### src/rtl/pcie_txpll_lock_monitor.sv
// TX PLL lock qualifier: synchronises PLL_LOCK, requires a stable-lock interval,
// sequences lane reset release and PCIe ready, and tracks lock loss / acquire timeout.
module pcie_txpll_lock_monitor #(
   parameter int unsigned LOCK_STABLE_CYCLES = 1024,
   parameter int unsigned LANE_RST_HOLD      = 64,
   parameter int unsigned TIMEOUT_CYCLES     = 1048576
) (
   input  logic       CLK,
   input  logic       RESET_N,
   input  logic       PLL_LOCK,
   input  logic       CLR_STATUS,
   output logic       LANE_RST_N,
   output logic       PCIE_READY,
   output logic       LOCK_LOST,
   output logic       LOCK_TIMEOUT,
   output logic [7:0] LOSS_COUNT,
   output logic [1:0] STATE
);

   localparam int unsigned MAX_AB  = (LOCK_STABLE_CYCLES > LANE_RST_HOLD) ?
                                     LOCK_STABLE_CYCLES : LANE_RST_HOLD;
   localparam int unsigned MAX_CYC = (MAX_AB > TIMEOUT_CYCLES) ? MAX_AB : TIMEOUT_CYCLES;
   localparam int unsigned CNT_W   = $clog2(MAX_CYC);

   localparam logic [CNT_W-1:0] STABLE_LAST  = CNT_W'(LOCK_STABLE_CYCLES - 1);
   localparam logic [CNT_W-1:0] HOLD_LAST    = CNT_W'(LANE_RST_HOLD - 1);
   localparam logic [CNT_W-1:0] TIMEOUT_LAST = CNT_W'(TIMEOUT_CYCLES - 1);

   typedef enum logic [1:0] {
      S_WAIT_LOCK = 2'b00,
      S_STABLE    = 2'b01,
      S_RELEASE   = 2'b10,
      S_RUN       = 2'b11
   } state_t;

   state_t           state_q;
   state_t           state_d;
   logic [CNT_W-1:0] cnt_q;
   logic [CNT_W-1:0] cnt_d;
   logic             sync_q1;
   logic             lock_s;
   logic             loss_ev;
   logic             timeout_ev;
   logic             lane_rst_n_d;
   logic             pcie_ready_d;
   logic             lock_lost_d;
   logic             lock_timeout_d;
   logic [7:0]       loss_count_d;

   // Two-flop synchroniser; PLL_LOCK is asynchronous to CLK
   always_ff @(posedge CLK) begin
      if (!RESET_N) begin
         sync_q1 <= 1'b0;
         lock_s  <= 1'b0;
      end else begin
         sync_q1 <= PLL_LOCK;
         lock_s  <= sync_q1;
      end
   end

   // State and shared counter registers
   always_ff @(posedge CLK) begin
      if (!RESET_N) begin
         state_q <= S_WAIT_LOCK;
         cnt_q   <= '0;
      end else begin
         state_q <= state_d;
         cnt_q   <= cnt_d;
      end
   end

   // Next-state, counter and event decode
   always_comb begin
      state_d    = state_q;
      cnt_d      = cnt_q;
      loss_ev    = 1'b0;
      timeout_ev = 1'b0;
      case (state_q)
         S_WAIT_LOCK: begin
            if (lock_s) begin
               state_d = S_STABLE;
               cnt_d   = '0;
            end else if (cnt_q == TIMEOUT_LAST) begin
               timeout_ev = 1'b1;
               cnt_d      = '0;
            end else begin
               cnt_d = cnt_q + CNT_W'(1);
            end
         end
         S_STABLE: begin
            // A drop before qualification just restarts the wait, no loss recorded
            if (!lock_s) begin
               state_d = S_WAIT_LOCK;
               cnt_d   = '0;
            end else if (cnt_q == STABLE_LAST) begin
               state_d = S_RELEASE;
               cnt_d   = '0;
            end else begin
               cnt_d = cnt_q + CNT_W'(1);
            end
         end
         S_RELEASE: begin
            if (!lock_s) begin
               loss_ev = 1'b1;
               state_d = S_WAIT_LOCK;
               cnt_d   = '0;
            end else if (cnt_q == HOLD_LAST) begin
               state_d = S_RUN;
               cnt_d   = '0;
            end else begin
               cnt_d = cnt_q + CNT_W'(1);
            end
         end
         S_RUN: begin
            if (!lock_s) begin
               loss_ev = 1'b1;
               state_d = S_WAIT_LOCK;
               cnt_d   = '0;
            end
         end
         default: begin
            state_d = S_WAIT_LOCK;
            cnt_d   = '0;
         end
      endcase
   end

   // Lane controls decoded from the next state so they line up with STATE
   always_comb begin
      lane_rst_n_d = 1'b0;
      pcie_ready_d = 1'b0;
      if ((state_d == S_RELEASE) || (state_d == S_RUN)) begin
         lane_rst_n_d = 1'b1;
      end
      if (state_d == S_RUN) begin
         pcie_ready_d = 1'b1;
      end
   end

   // Sticky status: clear first so a same-cycle set or increment wins
   always_comb begin
      lock_lost_d    = LOCK_LOST;
      lock_timeout_d = LOCK_TIMEOUT;
      loss_count_d   = LOSS_COUNT;
      if (CLR_STATUS) begin
         lock_lost_d    = 1'b0;
         lock_timeout_d = 1'b0;
         loss_count_d   = 8'd0;
      end
      if (loss_ev) begin
         lock_lost_d = 1'b1;
         if (loss_count_d != 8'hFF) begin
            loss_count_d = loss_count_d + 8'd1;
         end
      end
      if (timeout_ev) begin
         lock_timeout_d = 1'b1;
      end
   end

   always_ff @(posedge CLK) begin
      if (!RESET_N) begin
         LANE_RST_N   <= 1'b0;
         PCIE_READY   <= 1'b0;
         LOCK_LOST    <= 1'b0;
         LOCK_TIMEOUT <= 1'b0;
         LOSS_COUNT   <= 8'd0;
      end else begin
         LANE_RST_N   <= lane_rst_n_d;
         PCIE_READY   <= pcie_ready_d;
         LOCK_LOST    <= lock_lost_d;
         LOCK_TIMEOUT <= lock_timeout_d;
         LOSS_COUNT   <= loss_count_d;
      end
   end

   assign STATE = state_q;

endmodule

### config.mk
export PLATFORM = sky130hd
export DESIGN_NAME = pcie_txpll_lock_monitor
export DESIGN_NICKNAME = d
export VERILOG_FILES = /design/src/rtl/pcie_txpll_lock_monitor.sv
export SDC_FILE = /design/constraint.sdc
export NUM_CORES = 1
export LEC_CHECK = 0
export ABC_AREA = 1
export CELL_PAD_IN_SITES_DETAIL_PLACEMENT = 1
export CELL_PAD_IN_SITES_GLOBAL_PLACEMENT = 2
export CORE_AREA = 2 2 81 83
export DETAILED_ROUTE_END_ITERATION = 8
export DIE_AREA = 0 0 83 85
export PLACE_DENSITY = 0.85
export SETUP_SLACK_MARGIN = 0.2
export SYNTH_ARGS = -nofsm -noshare
export SYNTH_HDL_FRONTEND = slang
export SYNTH_SLANG_ARGS = --single-unit
### constraint.sdc
create_clock -name CLK -period 2.77 [get_ports CLK]
set_input_delay 0.277 -clock CLK [delete_from_list [all_inputs] [get_ports CLK]]
set_output_delay 0.277 -clock CLK [all_outputs]
set_load 0.005 [all_outputs]
==> out/summary.txt, run 1 <==
number of sinks handled by clock tree synthesis - 36
routed vias/inst - 4.72
count of unique library cells instantiated by Yosys - 32
TritonCTS clock tree - yes
routability cong. - 0.848
Vert. Die Dim - 85 µm
total power per unit cell area - 395 mW/mm²
global-route wire length before repair - 9310 µm
core box area - 0.00620 mm²
Max Root-Sink Buffers - 2
depth of the worst hold-timing path - 2
Avg Synthesized Cell Area - 6.60 µm²
number of enable flip-flop cells after synthesis - 0
number of cells traversed by the worst register-to-register path - 8
leakage power - 1.06 nW
delay of the slowest cell on the worst path - 0.51 ns
post-CTS setup buffer count - 0
register bit total from synthesis - 36
fin crit share - 72.4%
combinational family with the most area after synthesis - simple AND/OR/NAND/NOR gates
number of port buffers - 17
largest register by flop count - cnt_q
post-synthesis compound-gate area fraction - 7.95%
antenna diode count - 0
residual overflow from global routing - 0
number of remaining DRC errors - 0
count of vias placed by the detailed router - 1,921
Max IR drop VDD - 0.141 mV
end of the worst register-to-register path - cnt_q[13]
headroom to the max-slew limit - 58.1%
most frequent CP cell - nand2_1
most frequently used flop master after synthesis - dfxtp_1
final hold violations - 0
filler cell count in the final layout - 839
design area - 0.00235 mm²
I/O pin cnt - 18
required time of the worst setup path - 2.96 ns
wire length reported by the detailed router - 5280 µm
Area contributors post-synth - dfxtp_1, nand2_1, nor2_1
Async S/R FF share, synth - 0%
final setup violation count - 0
via count of the first global-routing pass - 1,974
starting utilization of the core area - 33.0%
simple-gate portion of the synthesized area - 38.3%
final count of pins violating max slew - 0
actual slew at the worst max-slew pin - 0.625 ns
most common cell after layout, fill and taps aside - nand2_1
non-filler cells, final - 407
worst reg2reg setup slack - 0.87 ns
clock transition time at the flip-flop clock pins of the worst setup and hold paths - 0.07 ns
RSZ-0062 raised after global routing - false
CTS H-tree depth - 2
row count - 29
adder-cell share of the synthesized area - 1.22%
average detailed-routed wire length per instance - 13.0 µm
layout net count - 336
time the final worst path needs with I/O delays and setup - 2.00 ns
number of instances in the placed design - 400
type of element capturing the critical path - flip-flop
synth-to-layout area growth - 15.0%
maximum number of pins on one net before global-route repair - 19
sequential fraction of the synthesis area - 35.2%
chip width - 83 µm
layout cells sized above 1 - 7.58%
Worst Path Class, Setup - input pin to flip-flop
capture endpoint of the worst hold path - lock_s
CP Launch Type - input pin
quantity of gates resized following cts - 0
antenna violations before repair - 0
length of the first detailed-routing pass in iterations - 4
Worst-Skew Late Latency - 0.29 ns
Max FO, Critical Path - 6
gate count of the mapped netlist - 310
post-synthesis instance area - 0.00205 mm²
post-synthesis share of cell area spent on xor and xnor gates - 5.99%
clock tree root buffer cell - clkbuf_8
number of buffers inserted during clock tree synthesis - 5
largest area contributor in the netlist - dfxtp_1
WP data arrival - 2.19 ns
Worst Hold Class - flip-flop to flip-flop
die area - 0.00706 mm²
pre-CTS setup slack - 0.452 ns
TNS Setup - 0 ns
hold path startpoint - sync_q1
highest attainable clock frequency - 0.499 GHz
cell type group with the largest total delay on the critical path - buffers and inverters
launch point of the critical path - CLR_STATUS
post-synth net total - 316
Yosys warnings - 0
area fraction of the dominant cell type after synthesis - 35.2%
hold buffers post-CTS - 0
Detailed Route Iter0 Violations - 44
DP Area - 0.00228 mm²
clock skew - 0.00838 ns
multiplexer fraction of the synthesized cell area - 0%
remaining number of nets flagged by the antenna check after routing - 0
number of max-cap violations - 0
HPWL after detailed placement - 3990 µm
flip-flop count of the largest register, all copies and words added - 20
outcome - completed
cell chain of the critical path - clkdlybuf4s50_1, inv_2, nand2_1, inv_1, ha_1, inv_1, nor3_2, nand2_1, o21ai_2, inv_2, nand2_1, nand2_1, nand2_1, nor2_1
top library cells by usage in the layout, fill and taps aside - nand2_1, nor2_1, inv_1
WHS - 0.412 ns
final setup slack of the worst path - 0.765 ns
startpoint of the most critical register-to-register path - lock_s
Global Route Usage Sum - 16.4%
cell type of the slowest stage on the worst timing path - clkdlybuf4s50_1
count of buffering cells on the critical path with inverters included - 5
==> cell usage after synthesis, types with 5 or more instances <==
library cell / number
a21oi_1: 12
dfxtp_1: 36
inv_1: 46
nand2_1: 74
nand2_2: 5
nand3_1: 19
nand4_1: 6
nor2_1: 52
nor3_1: 8
o21ai_0: 8
xor2_1: 11
==> how the worst max path moves through the flow <==
stage | cells past startpoint | slack (ns) | to
after floorplan | 11 | 1.21 | cnt_q[13]
after global placement | 14 | 0.55 | LOSS_COUNT[3]
after detailed placement | 14 | 0.45 | LOSS_COUNT[3]
final | 14 | 0.77 | LOSS_COUNT[3]
after global routing | 14 | 0.53 | LOSS_COUNT[3]
after CTS | 14 | 0.75 | LOSS_COUNT[3]
==> metrics by stage <==
| step | power (mW) | util [%] |
|---|---|---|
| finish | 0.931 | 38.0 |
| floorplan | 0.571 | - |
| CTS | 0.953 | 38.0 |
| global route | 0.977 | 38.0 |
| global placement | 0.589 | 36.7 |
| detailed placement | 0.590 | 36.7 |
==> worst register-to-register path: cells and delay by family, from the launching register on <==
kind	cells	cell delay (ns)
XOR/XNOR	1	0.15
buffers and inverters	2	0.39
flip-flops	1	0.56
AND/OR/NAND/NOR	5	0.70
==> kinds of logic after synthesis <==
kind of cell	after synthesis
buffers and inverters	55
adders and majority gates	2
AOI/OAI and AO/OA	28
and+or+nand+nor	175
xor gates and xnor gates	14
DFF	36
==> power breakdown <==
part	switching, mW	internal, mW
registers	0.00652	0.523
logic	0.0296	0.0171
clock network	0.183	0.171
==> metal layers <==
metal	vias up	share of wire [%]	global-route usage, %
li1	1001	-	-
met1	894	51	21.3
met2	21	46	27.7
met3	5	2.5	3.31
met4	0	1.2	4.62
met5	-	0	0
==> cell type report <==
| class | instances | area, µm² | share of cell area [%] |
|---|---|---|---|
| multi-input cells | 219 | 1090 | 46.5 |
| flip-flops and latches | 36 | 721 | 30.6 |
| inverters | 50 | 188 | 7.97 |
| repair buffers | 18 | 178 | 7.55 |
| well taps | 77 | 96.3 | 4.09 |
| clock buffers | 6 | 72.6 | 3.08 |
| clock inverters | 1 | 5.00 | 0.213 |
No activity file was read; power rests on OpenSTA's default activity.
==> inputs of run 2 (changes only) <==
--- a/config.mk
+++ b/config.mk
@@ -8,10 +8,10 @@
 export ABC_AREA = 1
 export CELL_PAD_IN_SITES_DETAIL_PLACEMENT = 1
 export CELL_PAD_IN_SITES_GLOBAL_PLACEMENT = 2
-export CORE_AREA = 2 2 81 83
+export CORE_AREA = 2 2 85 87
 export DETAILED_ROUTE_END_ITERATION = 8
-export DIE_AREA = 0 0 83 85
-export PLACE_DENSITY = 0.85
+export DIE_AREA = 0 0 87 89
+export PLACE_DENSITY = 0.79
 export SETUP_SLACK_MARGIN = 0.2
 export SYNTH_ARGS = -nofsm -noshare
 export SYNTH_HDL_FRONTEND = slang
==> constraint.sdc (replaced) <==
create_clock -name CLK -period 2 [get_ports CLK]
set_input_delay 0.2 -clock CLK [delete_from_list [all_inputs] [get_ports CLK]]
set_output_delay 0.2 -clock CLK [all_outputs]
set_load 0.005 [all_outputs]
==> run 2 against run 1 <==
Highest routed layer unchanged; wire length increased by 8.7%; count of clock-buffer cells in the layout increased by 1; final area increased by 9.2%; global-route usage increased by 0.059 points; utilization increased by 0.34 points; total power increased by 49%; sequential share of layout area decreased by 2.4 points; hold slack got worse by 0.048 ns; critical path depth decreased by 4; combinational power increased by 72%.
==> out/summary.txt, run 2 (synthesis gave the netlist of run 1 again) <==
final count of pins violating max slew - 0
residual overflow from global routing - 0
total power per unit cell area - 540 mW/mm²
length of the first detailed-routing pass in iterations - 4
number of port buffers - 17
headroom to the max-slew limit - 75.5%
time the final worst path needs with I/O delays and setup - 1.70 ns
Worst-Skew Late Latency - 0.29 ns
CTS H-tree depth - 2
Worst Hold Class - input pin to flip-flop
largest register by flop count - cnt_q
layout net count - 352
Clock Power Share - 41.3%
RSZ-0062 raised after global routing - true
final hold violations - 0
Global Route Usage Sum - 16.4%
switching power total - 0.323 mW
antenna diode count - 0
final setup violation count - 0
combinational share of power - 5.8%
chip width - 87 µm
average detailed-routed wire length per instance - 13.5 µm
fraction of power consumed by sequential logic - 52.9%
highest attainable clock frequency - 0.589 GHz
internal power consumption - 1.06 mW
post-route total power - 1.39 mW
starting utilization of the core area - 30.5%
number of sinks handled by clock tree synthesis - 36
outcome - completed
number of remaining DRC errors - 0
antenna violations before repair - 0
Vert. Die Dim - 89 µm
final setup slack of the worst path - 0.302 ns
clock skew - 0.00490 ns
WP data arrival - 1.89 ns
Max FO, Critical Path - 7
core box area - 0.00672 mm²
Worst Path Class, Setup - flip-flop to flip-flop
pre-CTS setup slack - 0.0253 ns
Detailed Route Iter0 Violations - 60
number of max-cap violations - 0
clock tree root buffer cell - clkbuf_8
Max Root-Sink Buffers - 2
wire length reported by the detailed router - 5740 µm
leakage power - 1.16 nW
switching share of power - 23.3%
die area - 0.00774 mm²
routed vias/inst - 4.66
WHS - 0.364 ns
flip-flop count of the largest register, all copies and words added - 20
count of vias placed by the detailed router - 1,986
routability cong. - 0.777
synth-to-layout area growth - 25.7%
maximum number of pins on one net before global-route repair - 19
global-route wire length before repair - 9870 µm
remaining number of nets flagged by the antenna check after routing - 0
required time of the worst setup path - 2.19 ns
row count - 30
number of buffers inserted during clock tree synthesis - 5
most common cell after layout, fill and taps aside - nand2_1
TNS Setup - 0 ns
I/O pin cnt - 18
TritonCTS clock tree - yes
layout cells sized above 1 - 14.7%
design area - 0.00257 mm²
HPWL after detailed placement - 4350 µm
fin crit share - 84.9%
clock transition time at the flip-flop clock pins of the worst setup and hold paths - 0.07 ns
DP Area - 0.00238 mm²
CP Launch Type - flip-flop
actual slew at the worst max-slew pin - 0.367 ns
via count of the first global-routing pass - 2,049
top library cells by usage in the layout, fill and taps aside - nand2_1, nor2_1, inv_1
type of element capturing the critical path - flip-flop
Max IR drop VDD - 0.239 mV
-- run 2: cell type report --
class,count,area [µm²]
clock buffers,7,96.3
multi-input cells,220,1170
flip-flops and latches,36,726
fillers,872,4150
repair buffers,33,293
well taps,80,100
inverters,50,188
-- run 2: critical path, stage by stage (launching register included) --
cell and delay, ns:
dfxtp_4 0.38, ha_4 0.15, nand2_1 0.11, nor2_4 0.22, nand3_4 0.11, nor2_4 0.10, nand2_2 0.09, nand2_4 0.11
nand3_4 0.15, nand3b_1 0.13, inv_1 0.04
-- run 2: routing by layer --
| layer | part of all wire, % | wire length (µm) | GRT usage [%] |
|---|---|---|---|
| met4 | 1.3 | 77 | 3.84 |
| met5 | 0 | 0 | 0 |
| met1 | 49 | 2830 | 21.4 |
| met3 | 2.2 | 124 | 2.77 |
| met2 | 47 | 2710 | 28.5 |
-- run 2: final timing paths --
path | from | end | slack (ns) | depth (start not counted)
worst max register to register | cnt_q[0] | cnt_q[8] | 0.30 | 10
worst max-delay path | cnt_q[0] | cnt_q[8] | 0.30 | 10
worst min-delay path | CLR_STATUS | LOSS_COUNT[1] | 0.36 | 4
worst min register to register | sync_q1 | lock_s | 0.42 | 2
-- run 2: repair_timing --
action                                 in CTS  in global routing
pin swaps                                   2                  6
endpoints found under the hold margin       0                  0
gates resized for setup                     4                 13
buffers inserted                            1                  1
gates cloned                                1                  0
setup endpoints to repair                  14                 22
hold buffers                                0                  0
-- run 2: stage by stage --
step                      std cells  util (%)
after floorplan                 310         -
after global placement          416      35.4
after detailed placement        416      35.4
after CTS                       425      37.3
after global routing            426      38.3
final                           426      38.3
-- run 2: power groups by stage --
stage / sequential (mW) / clock (mW) / combinational (mW)
after floorplan: 0.746 / 0 / 0.0456
after global placement: 0.749 / 0 / 0.0744
after detailed placement: 0.749 / 0 / 0.0751
after CTS: 0.732 / 0.602 / 0.0788
after global routing: 0.735 / 0.618 / 0.0905
final: 0.734 / 0.573 / 0.0805
==> edit, RTL diff (settings of run 2) <==
Put one more register stage on the output `LOSS_COUNT`, with the module's reset. The value now appears one clock later. The other outputs are not delayed to match.
--- a/src/rtl/pcie_txpll_lock_monitor.sv
+++ b/src/rtl/pcie_txpll_lock_monitor.sv
@@ -34,2 +34,4 @@
    } state_t;
+
+   logic [7:0] LOSS_COUNT_s0;
 
@@ -143,3 +145,3 @@
       lock_timeout_d = LOCK_TIMEOUT;
-      loss_count_d   = LOSS_COUNT;
+      loss_count_d   = LOSS_COUNT_s0;
       if (CLR_STATUS) begin
@@ -166,3 +168,3 @@
          LOCK_TIMEOUT <= 1'b0;
-         LOSS_COUNT   <= 8'd0;
+         LOSS_COUNT_s0 <= 8'd0;
       end else begin
@@ -172,3 +174,3 @@
          LOCK_TIMEOUT <= lock_timeout_d;
-         LOSS_COUNT   <= loss_count_d;
+         LOSS_COUNT_s0 <= loss_count_d;
       end
@@ -178,2 +180,10 @@
 
+   always_ff @(posedge CLK) begin
+      if (!RESET_N) begin
+         LOSS_COUNT <= '0;
+      end else begin
+         LOSS_COUNT <= LOSS_COUNT_s0;
+      end
+   end
+
 endmodule
Function: same outputs for any inputs over 10 cycles, from zero or initial values and one cycle with RESET_N low; that may be too few to reach the edited logic, so the function may still have changed.
==> edit against run 2 <==
  * Sequential power rose by 22%
  * Cell area grew 9.0%
  * Maximum frequency down 2.3%
  * Setup slack lost 41 ps
  * Wire length increased by 3.3%
  * Total power is 25% higher
  * First-iteration DRC count up 18%
  * Sequential cell count up 8
  * Area after synthesis grew 5.9%
  * Critical path type unchanged
  * Largest cell class unchanged
==> edit: results (changes against run 2) <==
[status]
status = finished clean

[sta]
worst_pin_slew_ps = 465.4  ; +98.67 ps
fin_skew_ps = 8.604  ; +3.706 ps
setup_violations = 0  ; unchanged
hold_slack_ps = 426.5  ; +62.09 ps

[place]
hpwl_um = 4303  ; -1.2%
placed_area_sq_um = 2534  ; +6.5%
dp_slack_ps = -94.58  ; -119.9 ps
io_buffers = 17  ; unchanged
gp_congestion = 0.8032  ; +3.4%
post-place-cells = 430  ; +3.4%

[synth]
syn_inst = 322  ; +3.9%
synth_cell_types = 27  ; -16%
syn-num-nets = 328  ; +3.8%
yosys-top-cells-count = 74 x nand2_1, 60 x nor2_1, 52 x inv_1, 44 x dfxtp_1, 18 x nand3_1
yosys-top-cells-area = dfxtp_1 41%, nand2_1 13%, nor2_1 10%
yosysSeqAreaShare = 0.4062  ; +0.05415

[critical_path]
rr_worst_depth = 10  ; unchanged
worstPathArrival_ps = 1940  ; +50 ps
r2r_slack_ps = 260  ; -40 ps
r2r-end = cnt_q[18]$_SDFFE_PN0P_

[grt]
grt_max_degree = 17  ; -2
first_global_vias = 2163  ; +5.6%
track_usage = 0.1652  ; +0.0009988
grt_pass1_wl_um = 9977  ; +1.1%

[layout]
drive_above_1_share = 0.1808  ; +0.03342
nets = 370  ; +5.1%
finalNonFillerCells = 445  ; +4.5%

[pwr]
peakVddDrop_uv = 299.8  ; +26%
p_leak_uw = 0.001224  ; +5.2%
switching_share = 0.2313  ; -0.001768

[hold_path]
hp-start = PLL_LOCK
holdPathStages = 3  ; -1
worst_hold_path.endpoint = sync_q1$_SDFF_PN0_

[route]
post_drt_wl_per_cell_um = 13.33  ; -1.1%
dr.first_iter.drc_count = 71  ; +18%
vias = 2080  ; +4.7%

[cts]
clk_pin_slew_ps = 90  ; +20 ps
cts.htree.levels = 2  ; unchanged

edit: cell types whose count changed after synthesis, sizes merged, moves of 2 or more:
cell	run 2	this run
nor2	55	64
dfxtp	36	44
nor3	10	4
o21ai	9	13
a21oi	12	15
inv	49	52
nand3	22	20
xor2	11	9
edit: layer usage:
layer | routed length (um) | part of all wire | track usage | vias to the layer above
met5 | 0 | 0 | 0 | -
met4 | 50 | 0.0084 | 0.04972 | 0
met3 | 178 | 0.030 | 0.03970 | 5
met2 | 2671 | 0.45 | 0.2644 | 21
met1 | 3032 | 0.51 | 0.2215 | 976
li1 | - | - | - | 1078
edit: final cells by class:
cell class,instances,area [sq um]
fillers,865,3914
multi-input cells,221,1159
flip-flops and latches,44,887.1
repair buffers,40,342.8
inverters,52,195.2
well taps,80,100.1
clock buffers,6,82.58
clock inverters,2,38.79
edit: critical path: stages (launching register included):
cell	delay, ps
dfxtp_2	370
ha_4	150
nand2_2	50
inv_2	80
nand2_4	70
nor2_4	180
nand3_4	110
o21ai_4	230
nand3_4	180
nand2_8	150
nor2_1	60
edit: how the worst max path moves through the flow:
stage | startpoint | endpoint | slack (ps) | cells after the start
floorplan | LOSS_COUNT_s0[0]$_SDFF_PN0_ | LOSS_COUNT_s0[5]$_SDFF_PN0_ | 360 | 11
global placement | CLR_STATUS | LOSS_COUNT_s0[5]$_SDFF_PN0_ | 7 | 11
detailed placement | CLR_STATUS | LOSS_COUNT_s0[1]$_SDFF_PN0_ | -90 | 11
CTS | LOSS_COUNT_s0[0]$_SDFF_PN0_ | LOSS_COUNT_s0[1]$_SDFF_PN0_ | 210 | 11
global route | cnt_q[0]$_SDFFE_PN0P_ | cnt_q[18]$_SDFFE_PN0P_ | 160 | 10
finish | cnt_q[0]$_SDFFE_PN0P_ | cnt_q[18]$_SDFFE_PN0P_ | 260 | 10
edit: timing repair:
item	4_1_cts	5_1_grt
setup endpoints to repair	9	27
setup buffers	1	5
cloned	1	0
pin swaps	3	5
resized for setup	7	22
edit: cells by family (layout without fill, tap and decap cells):
| logic type | after synthesis | after routing | synth area share |
|---|---|---|---|
| DFF | 44 | 44 | 0.4062 |
| AOI/OAI and AO/OA | 32 | 32 | 0.08079 |
| and+or+nand+nor | 173 | 174 | 0.3439 |
| xor gates and xnor gates | 13 | 13 | 0.05251 |
| buffers and inverters | 58 | 100 | 0.1050 |
| adders and majority gates | 2 | 2 | 0.01154 |
edit: power groups by stage:
stage | sequential, uW | clock (uW) | combinational (uW)
6_report | 893 | 742 | 97.6
5_1_grt | 894 | 813 | 107
2_1_floorplan | 911 | 0 | 45.0
3_5_place_dp | 910 | 0 | 85.2
3_3_place_gp | 909 | 0 | 82.8
4_1_cts | 890 | 772 | 92.1
